`src/rtl/seg7_mmio_ctrl.sv`:
```
// seg7_mmio_ctrl: memory-mapped, multiplexed seven-segment display controller.
// The register block sits on the data-memory port. Each digit is scanned as
// GUARD (all anodes off) followed by SHOW (one anode on). The display reads
// only shadow copies of DATA/CTRL. Those copies reload at the start of each
// frame, so a frame never shows a mix of old and new values.
module seg7_mmio_ctrl #(
  parameter int unsigned NUM_DIGITS   = 4,
  parameter int unsigned REFRESH_DIV  = 262144,
  parameter int unsigned GUARD_CYCLES = 16,
  parameter logic [31:0] BASE_ADDR    = 32'h0000_0100
) (
  input  logic                  clk,
  input  logic                  reset,
  input  logic                  we,
  input  logic [31:0]           addr,
  input  logic [31:0]           wdata,
  output logic [31:0]           rdata,
  output logic                  sel,
  output logic [NUM_DIGITS-1:0] an,
  output logic [6:0]            seg,
  output logic                  dp
);

  localparam int unsigned DATA_W = 4 * NUM_DIGITS;
  localparam int unsigned IDX_W  = (NUM_DIGITS > 1) ? $clog2(NUM_DIGITS) : 1;
  // The largest count is REFRESH_DIV-GUARD_CYCLES-1, which is below REFRESH_DIV.
  localparam int unsigned CNT_W  = $clog2(REFRESH_DIV);

  localparam logic [CNT_W-1:0] GUARD_LAST = CNT_W'(GUARD_CYCLES - 1);
  localparam logic [CNT_W-1:0] SHOW_LAST  = CNT_W'(REFRESH_DIV - GUARD_CYCLES - 1);
  localparam logic [IDX_W-1:0] IDX_LAST   = IDX_W'(NUM_DIGITS - 1);

  typedef enum logic {
    ST_GUARD = 1'b0,
    ST_SHOW  = 1'b1
  } state_e;

  typedef enum logic [1:0] {
    REG_DATA   = 2'd0,
    REG_CTRL   = 2'd1,
    REG_STATUS = 2'd2,
    REG_RSVD   = 2'd3
  } reg_e;

  // Live registers, written from the bus.
  logic [DATA_W-1:0]     data_q, data_d;
  logic                  en_q, en_d;
  logic [NUM_DIGITS-1:0] dp_mask_q, dp_mask_d;
  logic [NUM_DIGITS-1:0] blank_q, blank_d;

  // Frame shadows, which are the only values the display uses.
  logic [DATA_W-1:0]     data_sh_q, data_sh_d;
  logic                  en_sh_q, en_sh_d;
  logic [NUM_DIGITS-1:0] dp_sh_q, dp_sh_d;
  logic [NUM_DIGITS-1:0] blank_sh_q, blank_sh_d;

  // Scan state.
  state_e                state_q, state_d;
  logic [CNT_W-1:0]      cnt_q, cnt_d;
  logic [IDX_W-1:0]      idx_q, idx_d;
  logic [15:0]           frame_q, frame_d;

  // Registered pin drivers.
  logic [NUM_DIGITS-1:0] an_q, an_d;
  logic [6:0]            seg_q, seg_d;
  logic                  dp_q, dp_d;

  logic                  reg_wr;
  reg_e                  reg_sel;
  logic                  lit;
  logic [3:0]            nibble;
  logic [31:0]           ctrl_rd;
  logic [31:0]           status_rd;
  logic                  unused_bits;

  // Map a hex nibble to active-low GFEDCBA segments.
  function automatic logic [6:0] seg_decode(input logic [3:0] v);
    logic [6:0] s;
    case (v)
      4'h0: s = 7'h40;
      4'h1: s = 7'h79;
      4'h2: s = 7'h24;
      4'h3: s = 7'h30;
      4'h4: s = 7'h19;
      4'h5: s = 7'h12;
      4'h6: s = 7'h02;
      4'h7: s = 7'h78;
      4'h8: s = 7'h00;
      4'h9: s = 7'h10;
      4'hA: s = 7'h08;
      4'hB: s = 7'h03;
      4'hC: s = 7'h27;
      4'hD: s = 7'h21;
      4'hE: s = 7'h06;
      default: s = 7'h0E;
    endcase
    return s;
  endfunction

  assign sel     = (addr[31:4] == BASE_ADDR[31:4]);
  assign reg_wr  = we && sel;
  assign reg_sel = reg_e'(addr[3:2]);
  // Byte-lane bits and the wdata bits beyond the register widths are not used.
  assign unused_bits = ^{addr[1:0], wdata};

  // Assemble the read views of CTRL and STATUS. Unused mask bits read as zero.
  always_comb begin
    // NOTE: every always_comb output gets a default first, so no path can leave it unassigned and infer a latch.
    ctrl_rd                     = '0;
    ctrl_rd[0]                  = en_q;
    ctrl_rd[8 +: NUM_DIGITS]    = dp_mask_q;
    ctrl_rd[16 +: NUM_DIGITS]   = blank_q;
    status_rd = {frame_q, 7'd0, (state_q == ST_GUARD), 5'd0, 3'(idx_q)};
  end

  // Combinational read mux. It returns zero outside the block and for the reserved slot.
  always_comb begin
    rdata = '0;
    if (sel) begin
      case (reg_sel)
        REG_DATA:   rdata = 32'(data_q);
        REG_CTRL:   rdata = ctrl_rd;
        REG_STATUS: rdata = status_rd;
        default:    rdata = '0;
      endcase
    end
  end

  // Bus writes to DATA and CTRL. STATUS and the reserved slot ignore writes.
  always_comb begin
    data_d    = data_q;
    en_d      = en_q;
    dp_mask_d = dp_mask_q;
    blank_d   = blank_q;
    if (reg_wr) begin
      case (reg_sel)
        REG_DATA: data_d = wdata[DATA_W-1:0];
        REG_CTRL: begin
          en_d      = wdata[0];
          dp_mask_d = wdata[8 +: NUM_DIGITS];
          blank_d   = wdata[16 +: NUM_DIGITS];
        end
        default: ;
      endcase
    end
  end

  // Scan sequencing. Shadows and the frame count update as digit 0 enters SHOW.
  always_comb begin
    state_d    = state_q;
    cnt_d      = cnt_q + 1'b1;
    idx_d      = idx_q;
    frame_d    = frame_q;
    data_sh_d  = data_sh_q;
    en_sh_d    = en_sh_q;
    dp_sh_d    = dp_sh_q;
    blank_sh_d = blank_sh_q;
    case (state_q)
      ST_GUARD: begin
        if (cnt_q == GUARD_LAST) begin
          state_d = ST_SHOW;
          cnt_d   = '0;
          if (idx_q == '0) begin
            // Shadows take the pre-edge live values. A write on this same edge shows next frame.
            data_sh_d  = data_q;
            en_sh_d    = en_q;
            dp_sh_d    = dp_mask_q;
            blank_sh_d = blank_q;
            frame_d    = frame_q + 16'd1;
          end
        end
      end
      default: begin
        if (cnt_q == SHOW_LAST) begin
          state_d = ST_GUARD;
          cnt_d   = '0;
          idx_d   = (idx_q == IDX_LAST) ? '0 : idx_q + 1'b1;
        end
      end
    endcase
  end

  // Next pin values, computed from the current state so the pins lag the state by one cycle.
  always_comb begin
    nibble = data_sh_q[4*idx_q +: 4];
    lit    = (state_q == ST_SHOW) && en_sh_q && !blank_sh_q[idx_q];
    an_d   = '1;
    seg_d  = 7'h7F;
    dp_d   = 1'b1;
    if (lit) begin
      an_d[idx_q] = 1'b0;
      seg_d       = seg_decode(nibble);
      dp_d        = ~dp_sh_q[idx_q];
    end
  end

  // All state in one registered block. Synchronous reset leaves the display dark in GUARD.
  always_ff @(posedge clk) begin
    if (reset) begin
      data_q     <= '0;
      en_q       <= 1'b0;
      dp_mask_q  <= '0;
      blank_q    <= '0;
      data_sh_q  <= '0;
      en_sh_q    <= 1'b0;
      dp_sh_q    <= '0;
      blank_sh_q <= '0;
      state_q    <= ST_GUARD;
      cnt_q      <= '0;
      idx_q      <= '0;
      frame_q    <= '0;
      an_q       <= '1;
      seg_q      <= 7'h7F;
      dp_q       <= 1'b1;
    end else begin
      // NOTE: non-blocking assignments, so every flop samples pre-edge values regardless of statement order.
      data_q     <= data_d;
      en_q       <= en_d;
      dp_mask_q  <= dp_mask_d;
      blank_q    <= blank_d;
      data_sh_q  <= data_sh_d;
      en_sh_q    <= en_sh_d;
      dp_sh_q    <= dp_sh_d;
      blank_sh_q <= blank_sh_d;
      state_q    <= state_d;
      cnt_q      <= cnt_d;
      idx_q      <= idx_d;
      frame_q    <= frame_d;
      an_q       <= an_d;
      seg_q      <= seg_d;
      dp_q       <= dp_d;
    end
  end

  assign an  = an_q;
  assign seg = seg_q;
  assign dp  = dp_q;

endmodule
```
`config.mk`:
```
export PLATFORM = sky130hd
export DESIGN_NAME = seg7_mmio_ctrl
export DESIGN_NICKNAME = d
export VERILOG_FILES = /design/src/rtl/seg7_mmio_ctrl.sv
export SDC_FILE = /design/constraint.sdc
export NUM_CORES = 1
export LEC_CHECK = 0
export CAP_MARGIN = 20
export CORE_ASPECT_RATIO = 0.9
export CORE_UTILIZATION = 50
export CTS_BUF_LIST = sky130_fd_sc_hd__clkbuf_16
export DETAILED_ROUTE_END_ITERATION = 10
export GPL_ROUTABILITY_DRIVEN = 1
export PLACE_DENSITY = 0.82
export SYNTH_ARGS = -nofsm -noshare
export SYNTH_HDL_FRONTEND = slang
export SYNTH_SLANG_ARGS = --single-unit
```
`constraint.sdc`:
```
create_clock -name clk -period 2.66 [get_ports clk]
set_clock_uncertainty 0.2 [all_clocks]
set_input_delay 0.266 -clock clk [delete_from_list [all_inputs] [get_ports clk]]
set_output_delay 0.266 -clock clk [all_outputs]
set_load 0.02 [all_outputs]
```
After elaboration in Yosys (flattened, before gate mapping)
Memory sizes are Yosys's and may differ from the RTL's. A register that Yosys moved wholly into a read port is not among the register bits.
Cells that the tools add are included.
{"block": "totals", "register_bits": 92, "rom_bits": 112, "mem_count": 1, "out_inout_bits": 45, "wordCells": 58, "input_bits": 67}
{"name": "(name not given)", "words": 16, "width": 7, "rd": 1, "rd_clocked_by_memory_dff": 1, "wr": 0, "line": "79", "source": "case (v)"}
{"block": "op_classes", "muxes": 15, "n_reduce_logical": 12, "n_bitwise": 4, "n_eq_ne": 6, "n_shift": 1, "n_addsub": 3, "magnitude_cmp": 2}
{"cell": "$pmux W32 S3", "n": 1}
{"cell": "$mux W18", "n": 3}
{"cell": "$mux W32", "n": 1}
{"cell": "$eq A28 B5 Y1 const B", "n": 1}
{"cell": "$add A18 B1 Y18 const B", "n": 1}
{"cell": "$eq A18 B18 Y1 const B", "n": 1}
{"cell": "$eq A18 B4 Y1 const B", "n": 1}
{"cell": "$add A16 B1 Y16 const B", "n": 1}
{"cell": "$shiftx A16 B5 Y4", "n": 1}
{"cell": "$mux W1", "n": 6}
{"cell": "$reduce_and A2 Y1", "n": 3}
{"cell": "$bmux W1 S2", "n": 2}
{"cell": "$eq A2 B2 Y1 const B", "n": 2}
{"cell": "$logic_and A1 B1 Y1", "n": 4}
{"cell": "$logic_not A2 Y1", "n": 2}
{"cell": "$not A4 Y4", "n": 1}
{"cell": "$lt A2 B3 Y1 const B", "n": 1}
{"cell": "$not A1 Y1", "n": 3}
{"cell": "$reduce_and A3 Y1", "n": 1}
{"cell": "$add A2 B1 Y2 const B", "n": 1}
{"cell": "$demux W1 S2", "n": 1}
{"cell": "$eq A2 B1 Y1 const B", "n": 1}
{"cell": "$ge A2 B1 Y1 const B", "n": 1}
{"cell": "$mux W2", "n": 1}
{"cell": "2 further kinds", "n": 2}

Depth between registers and ports, before layout
{"block": "logic_depth", "word_depth": 6, "ltp_mapped": 8, "ltp_nobuf": 7}

Worst setup path before layout
OpenSTA, ideal clock, no wires.
{"block": "synth_timing", "path_kind": "reg2reg", "start": "reg idx_q[0]", "end": "reg seg_q[0], in the netlist seg[0]", "path_stages_with_launch": 6, "arrival_time_ns": 1.971, "path_slack_ns": 0.369, "setup_time_ns": 0.120, "period_less_slack_ns": 2.291, "n_path_buf": 1, "cell_sequence": "dfxtp_1 > buf_6 > mux4_2 > ha_1 > mux4_2 > or2_1"}
{"block": "synth_between", "elab_chain_cells": 6, "elab_cells_between_ends": 7}
{"item": "start: declaration", "line": "60", "source": "logic [IDX_W-1:0] idx_q, idx_d;"}
{"item": "start signal: assignment", "line": "227", "source": "idx_q <= idx_d;"}
{"item": "$bmux W1 S2", "line": "186", "source": "lit = (state_q == ST_SHOW) && en_sh_q && !blank_sh_q[idx_q];"}
{"item": "$mux W1 (implied by the code)", "line": "186"}
{"item": "$logic_not A1 Y1", "line": "186"}
{"item": "$logic_and A1 B1 Y1", "line": "186"}
{"item": "$not A1 Y1 (no source line)"}
{"item": "$reduce_or A2 Y1 (no source line)"}
{"item": "end: declaration", "line": "65", "source": "logic [6:0] seg_q, seg_d;"}
Parallel ways exist; a longest one is shown, timed or not. The select of a mux whose other input is x is not followed.
A chain may end at the register's enable or synchronous reset.

Final worst setup path
{"block": "layout_timing", "start": "in addr[27]", "end": "out rdata[1]"}
{"block": "layout_between", "elab_chain_cells": 2}
{"item": "start: declaration", "line": "15", "source": "input logic [31:0] addr,"}
{"item": "$eq A28 B5 Y1", "line": "100", "source": "assign sel = (addr[31:4] == BASE_ADDR[31:4]);"}
{"item": "$mux W32", "line": "119", "source": "if (sel) begin"}
{"item": "end: declaration", "line": "17", "source": "output logic [31:0] rdata,"}
Every way passes these cells.

==> run metrics <==
min-delay src data_sh_q[1]; Max transition margin 44.75%; Synth Instances 582; share of cells above drive strength 1 11.80%; most frequent cells in the layout dfxtp_1, clkdlybuf4s50_1, nand2b_1, a21oi_1; Pwr per Cell Area 457.3 nW/um^2; Worst EP required 2.19 ns; Pre-antenna DRT Iters 5; number of distinct library cells after synthesis 52; Hold Crit Depth 2; max cap viols 0; detailed-route via count 4623; Tmin final 2.621 ns; LEAKAGE 0.002344 uW; Yosys Warn Count 0; core area 9869 sq um; DRC violations left 0; CP Max Fanout 9; Core Util, Final 67.33%; non-filler instance count after layout 804; top area cells in the synthesized netlist dfxtp_1, mux2i_1, nand2b_1; worst hold margin 0.2740 ns; Synth area leader dfxtp_1; initial antenna violation count 0; starting density of the core 52.57%; H-tree depth 3; Worst VDD drop 302.3 uV; post-route design area 6645 sq um; die area 10790 sq um; post-synth top area share 38.20%; Area growth, synth to finish 28.07%; sequential fraction of the synthesis area 38.20%; Num CTS Buffers 9; RR Startpoint idx_q[0]; Max Fclk 381.6 MHz; Worst-path clk slew 0.07 ns; CTS sink count 99; r2r setup slk 0.18 ns; Final HPWL DP 8935 um; cell area after synthesis 5189 sq um; Port Buf Inserts 97; drt wl/cell 15.86 um; Worst Setup SP addr[27]; asr flop ratio synth 0%; Hold WC Path Type flip-flop to flip-flop; DIE WIDTH 109.4 um; routability cong. 0.8802; vias per cell 5.750; CP startpoint kind input port; placed insts 785; mean area per synthesized cell 8.915 sq um; most common cell after layout, fill and taps aside dfxtp_1; first-pass GRT wire length 20820 um; placed inst area 6286 sq um; CTS tree done; endpoint class of the critical path primary output; Die H 98.64 um; final setup violation count 0; All-Layer GR Usage 24.21%; synthesis-stage register bit count 99; multi-input logic area 2994 sq um; Detailed Route Iter0 Violations 303; flip-flop and latch area 1982 sq um; Max clock buf depth 2; period utilization 98.53%; I/O Pins 112; Hold EP data_sh_q[1]; Fin. Hold Viols 0; Net Count, Synth 661; Post-synth EDFFs 0; FILL cells 800; gr ovfl total 0; Core Rows 34; CTS root buf clkbuf_16; commonest register cell after synthesis dfxtp_1; Slew @ Worst Pin 0.8287 ns; Net count, final 752; worst skew pair latency 0.34 ns; Pins Over Slew Limit 0; Critical Path AT 2.15 ns; terminus of the critical flop-to-flop path seg[0]; antenna viol nets, final 0; status finished clean; vias in the first global route 4485; crit path kind input port to primary output; Ant. Diodes 0; worst r2r path cells 4; largest net degree at the start of global routing 104; Post-Route WL 12750 um; Setup TNS 0 ns
report_power, final:
| part | leakage (uW) | internal [uW] | switching (uW) | total [uW] |
|---|---|---|---|---|
| logic | 0.00139 | 98.4 | 60.3 | 159 |
| clock network | 0.000155 | 823 | 567 | 1390 |
| registers | 0.000798 | 1490 | 4.88 | 1490 |
stage by stage:
stage	worst slack, ns	power, uW
2_1_floorplan	0.3687	1581
3_3_place_gp	-0.3410	1671
3_5_place_dp	-0.3965	1675
4_1_cts	-0.01778	3056
5_1_grt	-0.01224	3131
6_report	0.03917	3039
flip-flops by register name, summed over array words and instances (netlist names):
name and cells:
en_sh_q 1, data_q 16, blank_sh_q 4, dp 1, dp_mask_q 4, en_q 1, data_sh_q 16, blank_q 4
state_q 1, cnt_q 18, seg 7, an 4, dp_sh_q 4, idx_q 2, frame_q 16
cell families after synthesis:
logic type,synth area share [%]
adder cells (fa/ha/maj),2.894
flip-flops,38.20
multiplexers,12.23
AND/OR/NAND/NOR,29.66
XOR/XNOR,2.026
AO/OA/AOI/OAI,9.815
buffers and inverters,5.184
layer usage:
metal | GRT usage (%) | vias up | wire, um
met4 | 10.56 | 0 | 292
met1 | 32.96 | 2164 | 5706
met3 | 3.108 | 24 | 614
met5 | 0 | - | 0
li1 | - | 2273 | -
met2 | 38.36 | 162 | 6134
how the worst max path moves through the flow:
stage,slack (ns),endpoint
6_report,0.04,rdata[1]
5_1_grt,-0.01,rdata[17]
4_1_cts,-0.02,rdata[1]
3_5_place_dp,-0.40,rdata[13]
3_3_place_gp,-0.34,rdata[11]
2_1_floorplan,0.37,seg[0]
Yosys cell counts (12+ instances only):
library cell	count
nor2b_1	13
ha_1	12
nand2b_1	52
clkbuf_1	20
mux2i_1	33
nand4_1	24
nor2_1	21
nor3_1	28
nand3_1	28
buf_2	16
nand2_1	20
dfxtp_1	99
a21oi_1	34
o21ai_0	33
and2_1	24
worst max-delay path, stage by stage:
cell and delay [ns]:
clkdlybuf4s50_1 0.42, nor4_2 0.32, and3_1 0.22, buf_6 0.13, nand2_2 0.12, nor3_1 0.29, dlygate4sd2_1 0.37
final cells by class:
type                    count  share of cell area, %
multi-input cells         427                  45.06
flip-flops and latches     99                  29.82
clock inverters             7                  1.393
clock buffers               9                  3.389
inverters                  12                 0.6778
repair buffers            124                  17.28
well taps                 126                  2.372
what timing repair did:
action	in CTS	in global routing
setup endpoints to repair	33	33
setup buffers	0	1
gates resized for setup	60	43
cloned	0	1
hold buffers	1	0
hold endpoints to repair	1	0
pin swaps	0	3
(Power assumes the default switching activity.)
